$ cat src/rtl/video_bank_scheduler_if.sv
// Handshake bundle between the mode FSM / SPI writer / VGA reader and the bank scheduler.
// master = environment driving control pulses, slave = the scheduler itself.
interface video_bank_scheduler_if #(
    parameter int unsigned CNT_W = 16,
    parameter int unsigned UR_W  = 8
);
    logic             play_en;
    logic             pause_en;
    logic             frame_start;
    logic             wr_done;
    logic             wr_req;
    logic             wr_bank;
    logic             rd_bank;
    logic             read_bank1;
    logic             read_bank2;
    logic             display_en;
    logic [CNT_W-1:0] frame_count;
    logic [UR_W-1:0]  underrun_cnt;
    logic [3:0]       bank_counter;

    modport master (
        output play_en, pause_en, frame_start, wr_done,
        input  wr_req, wr_bank, rd_bank, read_bank1, read_bank2, display_en,
               frame_count, underrun_cnt, bank_counter
    );

    modport slave (
        input  play_en, pause_en, frame_start, wr_done,
        output wr_req, wr_bank, rd_bank, read_bank1, read_bank2, display_en,
               frame_count, underrun_cnt, bank_counter
    );
endinterface

$ cat src/rtl/video_bank_scheduler.sv
// Ping-pong frame bank scheduler: grants the SPI writer the free bank and swaps the
// VGA read bank on frame boundaries once the current frame has been repeated enough.
module video_bank_scheduler #(
    parameter int unsigned FRAME_REPEAT = 2,
    parameter int unsigned CNT_W        = 16,
    parameter int unsigned UR_W         = 8
) (
    input logic                   CLK_40,
    input logic                   reset_n,
    video_bank_scheduler_if.slave bus
);
    localparam int unsigned REP_W = 4;
    localparam int unsigned BC_W  = 4;

    typedef enum logic [2:0] {IDLE, PRIME, WAIT_SYNC, PLAY, PAUSE} state_t;

    state_t             state_q, state_d;
    logic               wr_req_q, wr_req_d;
    logic               wr_bank_q, wr_bank_d;
    logic               rd_bank_q, rd_bank_d;
    logic               display_en_q, display_en_d;
    logic               read_bank1_q, read_bank1_d;
    logic               read_bank2_q, read_bank2_d;
    logic [1:0]         full_q, full_d;
    logic [REP_W-1:0]   rep_q, rep_d;
    logic [CNT_W-1:0]   frame_count_q, frame_count_d;
    logic [UR_W-1:0]    underrun_q, underrun_d;
    logic [BC_W-1:0]    bank_counter_q, bank_counter_d;

    // State and all outputs registered together
    always_ff @(posedge CLK_40 or negedge reset_n) begin
        if (!reset_n) begin
            state_q        <= IDLE;
            wr_req_q       <= 1'b0;
            wr_bank_q      <= 1'b0;
            rd_bank_q      <= 1'b0;
            display_en_q   <= 1'b0;
            read_bank1_q   <= 1'b0;
            read_bank2_q   <= 1'b0;
            full_q         <= 2'b00;
            rep_q          <= '0;
            frame_count_q  <= '0;
            underrun_q     <= '0;
            bank_counter_q <= '0;
        end else begin
            state_q        <= state_d;
            wr_req_q       <= wr_req_d;
            wr_bank_q      <= wr_bank_d;
            rd_bank_q      <= rd_bank_d;
            display_en_q   <= display_en_d;
            read_bank1_q   <= read_bank1_d;
            read_bank2_q   <= read_bank2_d;
            full_q         <= full_d;
            rep_q          <= rep_d;
            frame_count_q  <= frame_count_d;
            underrun_q     <= underrun_d;
            bank_counter_q <= bank_counter_d;
        end
    end

    always_comb begin
        state_d        = state_q;
        wr_req_d       = wr_req_q;
        wr_bank_d      = wr_bank_q;
        rd_bank_d      = rd_bank_q;
        display_en_d   = display_en_q;
        full_d         = full_q;
        rep_d          = rep_q;
        frame_count_d  = frame_count_q;
        underrun_d     = underrun_q;
        bank_counter_d = bank_counter_q;

        if (state_q != IDLE && !bus.play_en) begin
            // Stop: statistics hold until the next playback start
            state_d      = IDLE;
            display_en_d = 1'b0;
            wr_req_d     = 1'b0;
            full_d       = 2'b00;
        end else begin
            case (state_q)
                IDLE: begin
                    wr_req_d     = 1'b0;
                    display_en_d = 1'b0;
                    if (bus.play_en) begin
                        state_d        = PRIME;
                        wr_req_d       = 1'b1;
                        wr_bank_d      = 1'b0;
                        rd_bank_d      = 1'b1;
                        full_d         = 2'b00;
                        frame_count_d  = '0;
                        underrun_d     = '0;
                        bank_counter_d = '0;
                    end
                end
                PRIME: begin
                    wr_req_d = 1'b1;
                    if (bus.wr_done) begin
                        full_d[0] = 1'b1;
                        wr_req_d  = 1'b0;
                        state_d   = WAIT_SYNC;
                    end
                end
                WAIT_SYNC: begin
                    if (bus.frame_start) begin
                        state_d       = PLAY;
                        rd_bank_d     = 1'b0;
                        wr_bank_d     = 1'b1;
                        display_en_d  = 1'b1;
                        rep_d         = REP_W'(1);
                        frame_count_d = CNT_W'(1);
                        full_d[1]     = 1'b0;
                    end
                end
                PLAY: begin
                    if (bus.pause_en) begin
                        state_d = PAUSE;
                    end else begin
                        if (bus.wr_done && wr_req_q) full_d[wr_bank_q] = 1'b1;
                        if (bus.frame_start) begin
                            if (rep_q < REP_W'(FRAME_REPEAT)) begin
                                rep_d = rep_q + REP_W'(1);
                            end else if (full_d[wr_bank_q]) begin
                                rd_bank_d         = wr_bank_q;
                                wr_bank_d         = rd_bank_q;
                                full_d[rd_bank_q] = 1'b0;
                                rep_d             = REP_W'(1);
                                frame_count_d     = frame_count_q + CNT_W'(1);
                                bank_counter_d    = bank_counter_q + BC_W'(1);
                            end else if (underrun_q != {UR_W{1'b1}}) begin
                                underrun_d = underrun_q + UR_W'(1);
                            end
                        end
                    end
                end
                PAUSE: begin
                    // Writer keeps prefetching; frame boundaries are not counted
                    if (bus.wr_done && wr_req_q) full_d[wr_bank_q] = 1'b1;
                    if (!bus.pause_en) state_d = PLAY;
                end
                default: state_d = IDLE;
            endcase
        end

        if (state_d == PLAY || state_d == PAUSE) wr_req_d = ~full_d[wr_bank_d];

        read_bank1_d = display_en_d & ~rd_bank_d;
        read_bank2_d = display_en_d & rd_bank_d;
    end

    assign bus.wr_req       = wr_req_q;
    assign bus.wr_bank      = wr_bank_q;
    assign bus.rd_bank      = rd_bank_q;
    assign bus.display_en   = display_en_q;
    assign bus.read_bank1   = read_bank1_q;
    assign bus.read_bank2   = read_bank2_q;
    assign bus.frame_count  = frame_count_q;
    assign bus.underrun_cnt = underrun_q;
    assign bus.bank_counter = bank_counter_q;
endmodule

$ cat src/flat_wrapper.sv
// flat-port wrapper written by rule: the top's interface ports become plain ports
module video_bank_scheduler_flat 
#(
    parameter int unsigned FRAME_REPEAT = 2,
    parameter int unsigned CNT_W        = 16,
    parameter int unsigned UR_W         = 8
)
  (CLK_40, reset_n, bus_play_en, bus_pause_en, bus_frame_start, bus_wr_done, bus_wr_req, bus_wr_bank, bus_rd_bank, bus_read_bank1, bus_read_bank2, bus_display_en, bus_frame_count, bus_underrun_cnt, bus_bank_counter);
  video_bank_scheduler_if #(.CNT_W(CNT_W), .UR_W(UR_W)) bus_i ();
  input logic CLK_40;
  input logic reset_n;
  input wire logic [$bits(bus_i.play_en)-1:0] bus_play_en;
  input wire logic [$bits(bus_i.pause_en)-1:0] bus_pause_en;
  input wire logic [$bits(bus_i.frame_start)-1:0] bus_frame_start;
  input wire logic [$bits(bus_i.wr_done)-1:0] bus_wr_done;
  output wire logic [$bits(bus_i.wr_req)-1:0] bus_wr_req;
  output wire logic [$bits(bus_i.wr_bank)-1:0] bus_wr_bank;
  output wire logic [$bits(bus_i.rd_bank)-1:0] bus_rd_bank;
  output wire logic [$bits(bus_i.read_bank1)-1:0] bus_read_bank1;
  output wire logic [$bits(bus_i.read_bank2)-1:0] bus_read_bank2;
  output wire logic [$bits(bus_i.display_en)-1:0] bus_display_en;
  output wire logic [$bits(bus_i.frame_count)-1:0] bus_frame_count;
  output wire logic [$bits(bus_i.underrun_cnt)-1:0] bus_underrun_cnt;
  output wire logic [$bits(bus_i.bank_counter)-1:0] bus_bank_counter;
  assign bus_i.play_en = bus_play_en;
  assign bus_i.pause_en = bus_pause_en;
  assign bus_i.frame_start = bus_frame_start;
  assign bus_i.wr_done = bus_wr_done;
  assign bus_wr_req = bus_i.wr_req;
  assign bus_wr_bank = bus_i.wr_bank;
  assign bus_rd_bank = bus_i.rd_bank;
  assign bus_read_bank1 = bus_i.read_bank1;
  assign bus_read_bank2 = bus_i.read_bank2;
  assign bus_display_en = bus_i.display_en;
  assign bus_frame_count = bus_i.frame_count;
  assign bus_underrun_cnt = bus_i.underrun_cnt;
  assign bus_bank_counter = bus_i.bank_counter;
  video_bank_scheduler #(.FRAME_REPEAT(FRAME_REPEAT), .CNT_W(CNT_W), .UR_W(UR_W)) u_core (.CLK_40(CLK_40), .reset_n(reset_n), .bus(bus_i));
endmodule
$ cat config.mk
export PLATFORM = sky130hd
export DESIGN_NAME = video_bank_scheduler_flat
export DESIGN_NICKNAME = d
export VERILOG_FILES = /design/src/rtl/video_bank_scheduler_if.sv /design/src/rtl/video_bank_scheduler.sv /design/src/flat_wrapper.sv
export SDC_FILE = /design/constraint.sdc
export NUM_CORES = 1
export LEC_CHECK = 0
export ABC_AREA = 1
export BUFFER_PORTS_ARGS = -buffer_cell sky130_fd_sc_hd__buf_2
export CAP_MARGIN = 20
export CORE_MARGIN = 8
export CORE_UTILIZATION = 64
export CTS_BUF_LIST = sky130_fd_sc_hd__clkbuf_4
export DETAILED_ROUTE_END_ITERATION = 16
export PLACE_DENSITY_LB_ADDON = 0.2
export SYNTH_ARGS = -nofsm -noshare
export SYNTH_HDL_FRONTEND = slang
export SYNTH_SLANG_ARGS = --single-unit
$ cat constraint.sdc
create_clock -name CLK_40 -period 3 [get_ports CLK_40]
set_input_delay 0.45 -clock CLK_40 [delete_from_list [all_inputs] [get_ports CLK_40]]
set_output_delay 0.45 -clock CLK_40 [all_outputs]
set_load 0.01 [all_outputs]
==> results.json <==
{
  "cp-startpoint": "u_core.state_q[2]$_DFF_PN0_",
  "grt_overflow": 0,
  "yosys.area.top_type": "sky130_fd_sc_hd__dfrtp_1",
  "cts_htree_levels": 2,
  "core_area_um2": 4030,
  "area_growth_pct": 10.4,
  "drtIter0Drc": 129,
  "ys.flop_type": "sky130_fd_sc_hd__dfrtp_1",
  "yosys-top-cells-count": "sky130_fd_sc_hd__nand2_1, sky130_fd_sc_hd__dfrtp_1, sky130_fd_sc_hd__inv_1, sky130_fd_sc_hd__nand3_1, sky130_fd_sc_hd__nor2_1",
  "synth_edf_count": 0,
  "post-cts-setup-buffer-count": 0,
  "cts-buffers-inserted": 5,
  "critical_path_peak_fanout": 14,
  "floorplan.io_pins": 40,
  "final_max_slew_viols": 0,
  "tritoncts_clock_tree": "done",
  "placementRows": 23,
  "syn-num-nets": 357,
  "die_w_um": 81.1,
  "place_inst": 431,
  "post_dp_hpwl_mm": 4.76,
  "capture_instance_of_the_worst_register_to_register_path": "u_core.bus.underrun_cnt[3]$_DFFE_PN0P_",
  "postCtsResizedCells": 0,
  "synthCells": 347,
  "ys_seq_area_frac": 0.396,
  "clk_transition_reported_paths_ns": 0.13,
  "comb_power_share": 0.487,
  "worstHoldPathType": "in -> async",
  "finClkSkew_ns": 0.0102,
  "pwr-share-clk": 0.140,
  "cellPowerDensity_nw_per_um2": 667,
  "reg_power_frac": 0.373,
  "drt_pass1_iterations": 4,
  "power.switching_mw": 0.953,
  "worst-slew-pin-transition_ns": 0.956,
  "maximum_number_of_pins_on_one_net_before_global_route_repair": 44,
  "post-route-util": 0.743,
  "routed_via_count_divided_by_cell_count": 5.47,
  "power.leakage_nw": 1.48,
  "fin_crit_ns": 2.23,
  "fmax_ghz": 0.449,
  "internal_power_mw": 1.05,
  "io_buffer_count": 39,
  "syn-cell-area_um2": 2710,
  "setup.worst_path.start_class": "flip-flop",
  "period_share": 0.742,
  "routed-via-count": 2403,
  "most_instantiated_library_cell_after_synthesis": "sky130_fd_sc_hd__nand2_1",
  "setup.worst_path.end_class": "flip-flop",
  "maxCapViolCount": 0,
  "grtUsageTotal": 0.202,
  "die_y_um": 81.1,
  "finalWirelength_mm": 6.27,
  "synth.avg_cell_area_um2": 7.82,
  "hold_viol_final": 0,
  "floorplan.die_area_um2": 6580,
  "cp_data_arrival_time_ns": 2.47,
  "wire_length_of_the_first_global_routing_pass_mm": 10.6,
  "final-instance-count-excl-fill": 439,
  "r2r_start": "u_core.state_q[2]$_DFF_PN0_",
  "cts_hold_buf": 0,
  "setup.worst_path.class": "reg -> reg",
  "ant_nets": 0,
  "clk_latency_ns": 0.34,
  "ff2ff_setup_slack_ns": 0.77,
  "required_ns": 3.24,
  "run_status": "completed",
  "clk_path_buf_depth": 2,
  "timing.max_slew.rel_slack": 0.363,
  "timing.reg2reg.worst_path_depth": 10,
  "layout-drive-gt1-share": 0.219,
  "post-synth-top-area-fraction": 0.396,
  "ys_top_cells_by_area": "sky130_fd_sc_hd__dfrtp_1, sky130_fd_sc_hd__nand2_1, sky130_fd_sc_hd__nand3_1, sky130_fd_sc_hd__inv_1, sky130_fd_sc_hd__nor2_1",
  "tns_ns": 0,
  "synthDistinctLibCells": 37,
  "total_drc_errors_in_the_routed_layout": 0,
  "avgRoutedWirePerCell_um": 14.3,
  "ys_ff_latch": 43,
  "fin_nets": 398,
  "yosysWarningCount": 0,
  "num_antenna_cells": 0,
  "netSwitchingFraction": 0.477,
  "ir_drop_uv": 428,
  "rsz0062_at_grt": "false",
  "initial_core_util": 0.674,
  "grt_antenna_before_repair": 0,
  "root_buffer_cell": "sky130_fd_sc_hd__clkbuf_4",
  "finalWeightedCongestion": 0.963,
  "grt_pass1_vias": 2326,
  "async_reset_ff_frac": 1.00,
  "clock_sink_count": 43,
  "setup-violations-final": 0,
  "nFillCells": 339
}
==> worst max-delay path, cell delays in order (launching register included) <==
cell,delay [ns]
sky130_fd_sc_hd__dfrtp_1,0.50
sky130_fd_sc_hd__inv_2,0.16
sky130_fd_sc_hd__nand2_4,0.09
sky130_fd_sc_hd__nor2_4,0.31
sky130_fd_sc_hd__nand2_2,0.15
sky130_fd_sc_hd__inv_2,0.14
sky130_fd_sc_hd__a211oi_1,0.07
sky130_fd_sc_hd__nand2_1,0.39
sky130_fd_sc_hd__inv_1,0.15
sky130_fd_sc_hd__nand4_1,0.10
sky130_fd_sc_hd__o21ai_0,0.07
==> area by class of cell <==
| cell class | count | area [µm²] | area share |
|---|---|---|---|
| clock buffers | 6 | 45.0 | 0.0150 |
| flip-flops and latches | 43 | 1080 | 0.359 |
| inverters | 44 | 165 | 0.0551 |
| well taps | 50 | 62.6 | 0.0209 |
| clock inverters | 2 | 7.51 | 0.00251 |
| repair buffers | 39 | 195 | 0.0652 |
| multi-input cells | 255 | 1440 | 0.482 |
==> per-layer routing <==
metal	global-route usage	share of wire	vias to the layer above
met4	0.0625	0.017	0
li1	-	-	1225
met3	0.0408	0.054	15
met1	0.249	0.43	1102
met5	0	0	-
met2	0.346	0.50	61
==> logic make-up (layout without fill, tap and decap cells) <==
group / count (synthesis) / in the layout / share of synthesized area
adder cells (fa/ha/maj): 4 / 4 / 0.0184
AND/OR/NAND/NOR: 189 / 189 / 0.353
XOR/XNOR: 13 / 13 / 0.0420
flip-flops: 43 / 43 / 0.396
buffers and inverters: 49 / 91 / 0.0715
AO/OA/AOI/OAI: 49 / 49 / 0.118
==> stage by stage <==
step	hold slack (ns)	setup WS [ns]	power, mW	cell area (µm²)
floorplan	0.154	1.33	1.50	2710
global placement	0.449	0.921	1.71	2940
detailed placement	0.453	0.824	1.72	2940
CTS	0.266	0.801	2.01	3000
global route	0.302	0.584	2.17	3000
finish	0.240	0.773	2.00	3000
==> worst max-delay path by stage <==
stage	to
after CTS	u_core.bus.underrun_cnt[3]$_DFFE_PN0P_
final	u_core.bus.underrun_cnt[3]$_DFFE_PN0P_
after detailed placement	u_core.bus.underrun_cnt[3]$_DFFE_PN0P_
after global routing	u_core.bus.underrun_cnt[3]$_DFFE_PN0P_
after floorplan	u_core.bus.underrun_cnt[5]$_DFFE_PN0P_
after global placement	u_core.bus.underrun_cnt[0]$_DFFE_PN0P_
==> cell usage in the layout (no fill, tap or decap), types with 7 or more instances in the layout <==
cell	netlist	layout
sky130_fd_sc_hd__nor3_1	7	7
sky130_fd_sc_hd__nor2_1	27	27
sky130_fd_sc_hd__dfrtp_1	43	43
sky130_fd_sc_hd__o21ai_1	7	7
sky130_fd_sc_hd__xor2_1	8	8
sky130_fd_sc_hd__inv_2	8	8
sky130_fd_sc_hd__nand2_1	89	89
sky130_fd_sc_hd__o31ai_1	9	9
sky130_fd_sc_hd__o21ai_0	12	12
sky130_fd_sc_hd__nand2_4	7	7
sky130_fd_sc_hd__buf_2	2	39
sky130_fd_sc_hd__inv_1	36	36
sky130_fd_sc_hd__a21oi_1	11	11
sky130_fd_sc_hd__nand3_1	28	28
==> flip-flops by register name, summed over array words and instances (netlist names) <==
register	cells
u_core.rep_q	4
u_core.bus.wr_req	1
u_core.full_q	2
u_core.bus.underrun_cnt	8
u_core.bus.frame_count	16
u_core.bus.rd_bank	1
u_core.state_q	3
u_core.bus.bank_counter	4
u_core.bus.display_en	1
u_core.bus.read_bank1	1
u_core.bus.wr_bank	1
u_core.bus.read_bank2	1
==> power groups by stage <==
stage | clock network, mW | logic, mW | registers [mW]
after CTS | 0.284 | 0.977 | 0.745
final | 0.280 | 0.973 | 0.746
after detailed placement | 0 | 0.969 | 0.755
after global routing | 0.313 | 1.10 | 0.757
after floorplan | 0 | 0.746 | 0.759
after global placement | 0 | 0.958 | 0.755
Note: power is estimated with default switching activity, not from simulation.
